`config.mk`:
```
export PLATFORM = sky130hd
export DESIGN_NAME = sweep_ctrl
export DESIGN_NICKNAME = d
export VERILOG_FILES = /design/src/rtl/sweep_ctrl.sv
export SDC_FILE = /design/constraint.sdc
export NUM_CORES = 1
export LEC_CHECK = 0
export BUFFER_PORTS_ARGS = -buffer_cell sky130_fd_sc_hd__buf_2
export CAP_MARGIN = 20
export CORE_UTILIZATION = 45
export CTS_BUF_LIST = sky130_fd_sc_hd__clkbuf_8 sky130_fd_sc_hd__clkbuf_16
export DETAILED_ROUTE_END_ITERATION = 6
export PLACE_DENSITY = 0.71
export SYNTH_ARGS = -nofsm -noshare
export SYNTH_HDL_FRONTEND = slang
export SYNTH_SLANG_ARGS = --single-unit
export TNS_END_PERCENT = 50
```
`constraint.sdc`:
```
create_clock -name clk -period 3.2 [get_ports clk]
set_clock_uncertainty 0.05 [all_clocks]
set_input_delay 0.16 -clock clk [delete_from_list [all_inputs] [get_ports clk]]
set_output_delay 0.16 -clock clk [all_outputs]
set_load 0.03 [all_outputs]
```
`src/rtl/sweep_ctrl.sv`:
```
// Sweep sequencer for an 8-bit up/down counter: load lo, ramp to hi and back, repeat N passes.
// Optional macro SWEEP_PAUSE_EN adds a pause input that freezes the sweep mid-ramp.
module sweep_ctrl #(
  parameter int WIDTH  = 8,
  parameter int PASS_W = 4
) (
  input  logic              clk,
  input  logic              reset,
  input  logic              start,
  input  logic              abort,
`ifdef SWEEP_PAUSE_EN
  input  logic              pause,
`endif
  input  logic [WIDTH-1:0]  lo,
  input  logic [WIDTH-1:0]  hi,
  input  logic [PASS_W-1:0] passes,
  input  logic [WIDTH-1:0]  ctr_count,
  output logic              ctr_up_down,
  output logic              ctr_load,
  output logic [WIDTH-1:0]  ctr_data,
  output logic              busy,
  output logic              done,
  output logic              err
);

  typedef enum logic [2:0] {
    S_IDLE = 3'd0,
    S_LOAD = 3'd1,
    S_UP   = 3'd2,
    S_DOWN = 3'd3,
    S_DONE = 3'd4
  } state_t;

  localparam logic [WIDTH-1:0]  ONE      = WIDTH'(1);
  localparam logic [WIDTH:0]    ONE_X    = (WIDTH+1)'(1);
  localparam logic [PASS_W-1:0] PASS_ONE = PASS_W'(1);

  state_t              state_q, state_d;
  logic [WIDTH-1:0]    lo_q, lo_d;
  logic [WIDTH-1:0]    hi_q, hi_d;
  logic [PASS_W-1:0]   passes_q, passes_d;
  logic [PASS_W-1:0]   pass_cnt_q, pass_cnt_d;
  logic                done_q, done_d;
  logic                err_q, err_d;
  logic                cfg_ok;
  logic                paused;

  // Extended-width compare so lo=255 cannot wrap into a false "valid".
  assign cfg_ok = ({1'b0, hi} > ({1'b0, lo} + ONE_X)) && (passes != '0);

`ifdef SWEEP_PAUSE_EN
  assign paused = pause && ((state_q == S_UP) || (state_q == S_DOWN));
`else
  assign paused = 1'b0;
`endif

  always_ff @(posedge clk) begin
    if (!reset) begin
      state_q    <= S_IDLE;
      lo_q       <= '0;
      hi_q       <= '0;
      passes_q   <= '0;
      pass_cnt_q <= '0;
      done_q     <= 1'b0;
      err_q      <= 1'b0;
    end else begin
      state_q    <= state_d;
      lo_q       <= lo_d;
      hi_q       <= hi_d;
      passes_q   <= passes_d;
      pass_cnt_q <= pass_cnt_d;
      done_q     <= done_d;
      err_q      <= err_d;
    end
  end

  always_comb begin
    state_d    = state_q;
    lo_d       = lo_q;
    hi_d       = hi_q;
    passes_d   = passes_q;
    pass_cnt_d = pass_cnt_q;
    case (state_q)
      S_IDLE: begin
        if (start && cfg_ok) begin
          lo_d       = lo;
          hi_d       = hi;
          passes_d   = passes;
          pass_cnt_d = '0;
          state_d    = S_LOAD;
        end
      end
      S_LOAD: state_d = abort ? S_IDLE : S_UP;
      // Turn one count early: the counter steps onto the bound on the same edge.
      S_UP: begin
        if (abort)
          state_d = S_IDLE;
        else if (!paused && (ctr_count == hi_q - ONE))
          state_d = S_DOWN;
      end
      S_DOWN: begin
        if (abort) begin
          state_d = S_IDLE;
        end else if (!paused && (ctr_count == lo_q + ONE)) begin
          if (pass_cnt_q == passes_q - PASS_ONE) begin
            state_d = S_DONE;
          end else begin
            pass_cnt_d = pass_cnt_q + PASS_ONE;
            state_d    = S_UP;
          end
        end
      end
      S_DONE:  state_d = S_IDLE;
      default: state_d = S_IDLE;
    endcase
    done_d = (state_d == S_DONE);
    err_d  = (state_q == S_IDLE) && start && !cfg_ok;
  end

  always_comb begin
    ctr_data    = lo_q;
    ctr_load    = 1'b1;
    ctr_up_down = 1'b0;
    busy        = 1'b0;
    case (state_q)
      S_LOAD: busy = 1'b1;
      S_UP: begin
        ctr_load    = 1'b0;
        ctr_up_down = 1'b1;
        busy        = 1'b1;
      end
      S_DOWN: begin
        ctr_load = 1'b0;
        busy     = 1'b1;
      end
      default: ;
    endcase
    // The counter has no enable, so holding it means reloading its own value.
    if (paused) begin
      ctr_load = 1'b1;
      ctr_data = ctr_count;
    end
  end

  assign done = done_q;
  assign err  = err_q;

endmodule

```
==> impl_metrics.toml, run 1 <==
[route]
drtIter0Drc = 115
drt_pre_antenna_iters = 6
via_count = 1898
route.detailed.vias_per_inst = 5.58
antenna_left = 0
remaining_drc_errors = 0
drt-total-wl_um = 4830
drt-wirelength-per-cell_um = 14.2

[yosys]
netlist.top_cell.by_area = "sky130_fd_sc_hd__dfxtp_1"
dominantRegCellSynth = "sky130_fd_sc_hd__dfxtp_1"
synthesis.nets = 284
syn_area_mm2 = 0.00198
syn_avg_cell_area_um2 = 8.29
synth-seq-cells = 29
yosys_cell_types = 42
yosys_warnings = 0
synth.yosys.seq_area_share_pct = 29.3
synth_enable_flop_cells = 0
synthTopCellsByArea = "sky130_fd_sc_hd__dfxtp_1 (29%), sky130_fd_sc_hd__xnor2_1 (9.3%), sky130_fd_sc_hd__ha_1 (8.2%)"
proportion_of_register_bits_with_asynchronous_set_or_reset_after_synthesis_pct = 0
netlist_instances = 239
synth_top_area_share_pct = 29.3

[cells_and_area]
area_growth_syn_to_layout_pct = 19.4
layout.cells.most_common_list = "sky130_fd_sc_hd__buf_2 (44), sky130_fd_sc_hd__nor2_1 (31), sky130_fd_sc_hd__dfxtp_1 (29)"
num_antenna_cells = 0
final_core_utilization_pct = 57.5
leading_cell_type_in_the_layout_fill_and_taps_excluded = "sky130_fd_sc_hd__buf_2"
num-nets-final = 335
finish.instance_area_mm2 = 0.00237
drive_gt1_share_pct = 20.3
final-instance-count-excl-fill = 340

[worst_setup_path]
worst-endpoint-arrival_ns = 2.94
cp-end-kind = "flop"
startpoint_type = "flop"
cp_data_required_time_ns = 3.35
critical_path_peak_fanout = 6
crit_type = "flop to flop"
r2r_setup_slack_ns = 0.41

[clocking]
htreeDepth = 2
post-cts-setup-buffers = 0
tritoncts = "yes"
tritoncts_num_sinks = 29
worst_setup_hold_path_clk_slew_ns = 0.06
post_cts_resize_count = 0
holdBufCountCts = 0
clock_path_buffers = 2
clock_insertion_delay_worst_skew_ns = 0.28
cts_made_buffers = 5
clk_root_buffer_cell = "sky130_fd_sc_hd__clkbuf_8"

[power]
vdd_drop_max_mv = 0.268
powerDensity_mw_per_mm2 = 409
power.leakage_nw = 0.981

[global_routing]
grt_overflow_total = 0
first_global_vias = 1622
grt_use_total_pct = 23.0
grt_first_pass_wirelength_um = 7820
pin_count_of_the_biggest_net_entering_global_routing = 25
grt_antenna_before_repair = 0

[sta]
setup-tns-final_ns = 0
slew-limit-headroom_pct = 48.0
report.final.setup_viol = 0
fmax_mhz = 358
final.hold.worst_slack_ns = 0.0793
crit_share_post_route_pct = 87.2
final_period_minus_worst_setup_slack_ns = 2.79
hold_violations = 0
final_max_slew_viol_count = 0
worst_pin_slew_ns = 0.779
unrepaired_setup_endpoints_after_global_routing = "false"

[die]
row_count = 23
design.portCount = 45
effective_utilization_at_floorplan_pct = 48.2
floorplan.core_area_mm2 = 0.00412
die_y_um = 68.4
chipWidth_um = 68.4
floorplan.die_area_mm2 = 0.00467

[placement]
gp_congestion = 0.870
placed_cell_area_mm2 = 0.00228
post-dp-hpwl_um = 3770
place.detailed.instances = 333
buffers_added_on_ports = 44

[worst_hold_path]
worst_hold_path_type = "input pin to flop"

[flow_run]
maxCapViolCount = 0

[status]
outcome = "completed"
## stage by stage
step	setup slack [ns]	power, mW
after floorplan	0.338	0.588
after global placement	0.468	0.667
after detailed placement	0.476	0.672
after CTS	0.441	0.973
after global routing	0.274	1.03
final	0.409	0.968
## registers in the layout, summed over array words and instances (netlist names)
| register | count |
|---|---|
| state_q | 3 |
| err | 1 |
| done | 1 |
| hi_q | 8 |
| ctr_data | 8 |
| pass_cnt_q | 4 |
| passes_q | 4 |
## report_power, final
group,switching [mW],total (mW),internal [mW]
combinational,0.149,0.267,0.117
clock,0.134,0.302,0.167
sequential,0.0204,0.400,0.380
total,0.304,0.968,0.664
## layout make-up
type | count | area, um^2
clock buffers | 6 | 82.6
clock inverters | 1 | 3.75
well taps | 50 | 62.6
flip-flops and latches | 29 | 581
multi-input cells | 192 | 1330
repair buffers | 49 | 258
inverters | 13 | 48.8
fillers | 379 | 1750
## path summary, 6_finish.rpt
check	depth (start not counted)	startpoint	endpoint
max	7	ctr_data[0]	pass_cnt_q[3]
min	3	passes[0]	passes_q[0]
min reg2reg	2	pass_cnt_q[3]	pass_cnt_q[3]
max reg2reg	7	ctr_data[0]	pass_cnt_q[3]
## per-layer routing
layer / vias up / track usage, % / wire, um
li1: 956 / - / -
met1: 878 / 31.9 / 2370
met2: 60 / 34.9 / 2110
met3: 4 / 5.67 / 316
met4: 0 / 6.51 / 38
met5: - / 0 / 0
## cell usage after synthesis, types with 2 or more instances
cell type	n
sky130_fd_sc_hd__or4_1	3
sky130_fd_sc_hd__or3_1	3
sky130_fd_sc_hd__inv_1	13
sky130_fd_sc_hd__and2_1	2
sky130_fd_sc_hd__xnor2_1	21
sky130_fd_sc_hd__nor4_1	4
sky130_fd_sc_hd__o211ai_1	3
sky130_fd_sc_hd__a21oi_1	18
sky130_fd_sc_hd__buf_2	2
sky130_fd_sc_hd__a211oi_1	3
sky130_fd_sc_hd__ha_1	13
sky130_fd_sc_hd__nand2_1	12
sky130_fd_sc_hd__nor2_1	31
sky130_fd_sc_hd__a2111oi_0	2
sky130_fd_sc_hd__o21ai_1	3
sky130_fd_sc_hd__nor3_1	8
sky130_fd_sc_hd__xor2_1	14
sky130_fd_sc_hd__nand3_1	9
sky130_fd_sc_hd__mux2i_1	14
sky130_fd_sc_hd__dfxtp_1	29
sky130_fd_sc_hd__nand3b_1	2
sky130_fd_sc_hd__clkbuf_1	3
sky130_fd_sc_hd__nand4_1	4
sky130_fd_sc_hd__nand2b_1	3
sky130_fd_sc_hd__o21a_1	3
## cell families (layout without fill, tap and decap cells)
group / count (synthesis) / count (layout) / synth area share, %
xor+xnor: 35 / 35 / 15.5
mux: 14 / 14 / 7.07
compound gates: 42 / 42 / 14.1
simple gates: 88 / 88 / 22.3
buf+inv: 18 / 69 / 3.54
flops: 29 / 29 / 29.3
fa+ha+maj: 13 / 13 / 8.21
## worst max-delay path, cell delays in order, from the launching register on
cell                       delay (ns)
sky130_fd_sc_hd__dfxtp_1         0.46
sky130_fd_sc_hd__ha_1            0.29
sky130_fd_sc_hd__xnor2_1         0.16
sky130_fd_sc_hd__nand2_1         0.06
sky130_fd_sc_hd__or4_4           0.56
sky130_fd_sc_hd__a2111o_1        0.47
sky130_fd_sc_hd__or4b_1          0.53
sky130_fd_sc_hd__a21oi_1         0.16
Power figures use the tool's default switching activity.
==> run 2: changes to the inputs <==
Settings changed: ABC_AREA set to 1, CAP_MARGIN 20 to not set.
==> run 2 against run 1 <==
Against the previous run: the run now ends with DRC left; routed wire length is 3.2% lower; sequential power up 5.2%; highest routed layer unchanged; maximum frequency increased by 11%; largest power group unchanged.
==> impl_metrics.toml, run 2 <==
[clocking]
post-cts-setup-buffers = 0
clk_root_buffer_cell = "sky130_fd_sc_hd__clkbuf_8"
cts_made_buffers = 5
tritoncts_num_sinks = 29
clock_insertion_delay_worst_skew_ns = 0.28
htreeDepth = 2
clock_path_buffers = 2
tritoncts = "yes"
holdBufCountCts = 0
worst_setup_hold_path_clk_slew_ns = 0.06
post_cts_resize_count = 0

[sta]
slew-limit-headroom_pct = 70.9
setup-tns-final_ns = 0
hold_violations = 0
worst_pin_slew_ns = 0.437
crit_share_post_route_pct = 78.6
final_max_slew_viol_count = 0
unrepaired_setup_endpoints_after_global_routing = "false"
fmax_mhz = 398
final_period_minus_worst_setup_slack_ns = 2.51
report.final.setup_viol = 0

[yosys]
yosys_warnings = 0
netlist_instances = 313
dominantRegCellSynth = "sky130_fd_sc_hd__dfxtp_1"
syn_avg_cell_area_um2 = 6.78
synthTopCellsByArea = "sky130_fd_sc_hd__dfxtp_1 (27%), sky130_fd_sc_hd__nand2_1 (11%), sky130_fd_sc_hd__ha_1 (7.7%)"
syn_area_mm2 = 0.00212
synthesis.nets = 358
synth-seq-cells = 29
netlist.top_cell.by_area = "sky130_fd_sc_hd__dfxtp_1"
proportion_of_register_bits_with_asynchronous_set_or_reset_after_synthesis_pct = 0
synth.yosys.seq_area_share_pct = 27.4
yosys_cell_types = 31
synth_most_common_cell = "sky130_fd_sc_hd__nand2_1"
synth_enable_flop_cells = 0
synth_top_area_share_pct = 27.4
synthTopCellsByCount = "sky130_fd_sc_hd__nand2_1 (62), sky130_fd_sc_hd__inv_1 (41), sky130_fd_sc_hd__a21oi_1 (30), sky130_fd_sc_hd__dfxtp_1 (29), sky130_fd_sc_hd__nor2_1 (25)"

[worst_setup_path]
timing.critical_path.cells = "buf_2 > ha_1 > nand3_1 > nor3b_2 > xnor2_1 > ha_1 > inv_1 > nor2_1 > nand3_1 > nand2_1 > a31oi_1 > nand3b_4 > nand2_4 > nand3_1 > nand2_1 > nor2_1"
critical_path_peak_fanout = 42
cp-end-kind = "flop"
worst-endpoint-arrival_ns = 2.63
cpMostUsedCell = "sky130_fd_sc_hd__nand3_1"
crit_type = "input pin to flop"
startpoint_type = "input pin"
r2r_setup_slack_ns = 1.27
regToRegStartpoint = "ctr_data[0]"
worst_path_max_delay_cell = "sky130_fd_sc_hd__nand3b_4"
rr_worst_depth = 14
largest_delay_contributor_family_on_the_critical_path = "simple AND/OR/NAND/NOR gates"
max_stage_delay_ns = 0.42
critical_path_buffer_and_inverter_count = 2
worst_r2r_endpoint = "pass_cnt_q[2]"
cp_data_required_time_ns = 3.32

[worst_hold_path]
worst_hold_path_type = "input pin to flop"
timing.hold.worst.start = "passes[0]"
min_delay_worst_endpoint = "passes_q[0]"
whs_path_depth = 3

[die]
row_count = 24
effective_utilization_at_floorplan_pct = 47.7
chipWidth_um = 70.7
design.portCount = 45
floorplan.core_area_mm2 = 0.00444
floorplan.die_area_mm2 = 0.00499
die_y_um = 70.7

[cells_and_area]
num-nets-final = 403
finish.instance_area_mm2 = 0.00245
leading_cell_type_in_the_layout_fill_and_taps_excluded = "sky130_fd_sc_hd__nand2_1"
drive_gt1_share_pct = 18.8
num_antenna_cells = 0
final_core_utilization_pct = 55.1
fillCellCount = 444
layout.cells.most_common_list = "sky130_fd_sc_hd__nand2_1 (62), sky130_fd_sc_hd__buf_2 (44), sky130_fd_sc_hd__inv_1 (41)"
final-instance-count-excl-fill = 409
area_growth_syn_to_layout_pct = 15.4

[global_routing]
first_global_vias = 1812
grt_antenna_before_repair = 0
grt_first_pass_wirelength_um = 7790
grt_use_total_pct = 19.4
grt_overflow_total = 0
pin_count_of_the_biggest_net_entering_global_routing = 43

[status]
violated_checks = "DRC"
outcome = "finished, violations left"

[route]
drt-total-wl_um = 4680
drt-wirelength-per-cell_um = 11.4
drt_pre_antenna_iters = 6
via_count = 2072
remaining_drc_errors = 8
route.detailed.vias_per_inst = 5.07
drtIter0Drc = 77
antenna_left = 0

[placement]
post-dp-hpwl_um = 3790
place.detailed.instances = 403
gp_congestion = 0.769
placed_cell_area_mm2 = 0.00237
buffers_added_on_ports = 44

[power]
power.leakage_nw = 1.13
power_mw = 1.01
vdd_drop_max_mv = 0.230
powerDensity_mw_per_mm2 = 411

[flow_run]
maxCapViolCount = 0
## run 2: cell types whose count changed after synthesis, sizes merged, moves of 5 or more
cell    before  now
a21oi       18   30
inv         13   42
mux2i       14    0
nand2       12   68
nand3        9   23
nand3b       2    7
nor3         8    3
o21ai        3   26
xnor2       21   13
xor2        14    9
## run 2: power by group
group	leakage, nW	switching (mW)	internal [mW]
clock	0.0399	0.128	0.142
sequential	0.237	0.0291	0.392
combinational	0.853	0.191	0.125
## run 2: worst reg2reg max path: cells and delay by family, from the launching register on
kind | cells | cell delay (ns)
simple gates | 11 | 0.93
buf+inv | 1 | 0.10
flops | 1 | 0.45
fa+ha+maj | 1 | 0.26
compound gates | 1 | 0.05
## run 2: kinds of logic (layout without fill, tap and decap cells)
logic type | Yosys count | in the layout | synth area share [%]
AO/OA/AOI/OAI | 63 | 63 | 15.6
XOR/XNOR | 22 | 22 | 9.08
AND/OR/NAND/NOR | 136 | 136 | 31.0
adder cells (fa/ha/maj) | 13 | 13 | 7.67
flip-flops | 29 | 29 | 27.4
buffers and inverters | 50 | 94 | 9.32
## run 2: worst max path at each step
stage | cells after the start | from | end
6_report | 16 | lo[0] | pass_cnt_q[0]
5_1_grt | 16 | lo[0] | pass_cnt_q[3]
4_1_cts | 16 | lo[0] | pass_cnt_q[0]
3_5_place_dp | 16 | lo[0] | pass_cnt_q[3]
3_3_place_gp | 16 | lo[0] | pass_cnt_q[2]
2_1_floorplan | 14 | lo[0] | ctr_data[2]
## run 2: layer usage
metal / wire, um / vias up / part of all wire [%] / global-route usage [%]
li1: - / 1107 / - / -
met1: 2290 / 917 / 49 / 25.8
met2: 2080 / 43 / 44 / 32.7
met3: 263 / 5 / 5.6 / 3.85
met4: 47 / 0 / 1.0 / 4.67
met5: 0 / - / 0 / 0
## run 2: cell type report
cell class	count	area [um^2]	area share (%)
inverters	44	165	6.74
well taps	52	65.1	2.66
flip-flops and latches	29	581	23.7
repair buffers	44	220	8.99
clock inverters	1	5.00	0.204
clock buffers	5	68.8	2.81
multi-input cells	234	1340	54.9
## run 2: through the flow
stage | setup WS [ns] | hold slack [ns]
2_1_floorplan | 1.04 | 0.248
3_3_place_gp | 0.507 | 0.398
3_5_place_dp | 0.394 | 0.408
4_1_cts | 0.682 | 0.135
5_1_grt | 0.477 | 0.145
6_report | 0.686 | 0.135
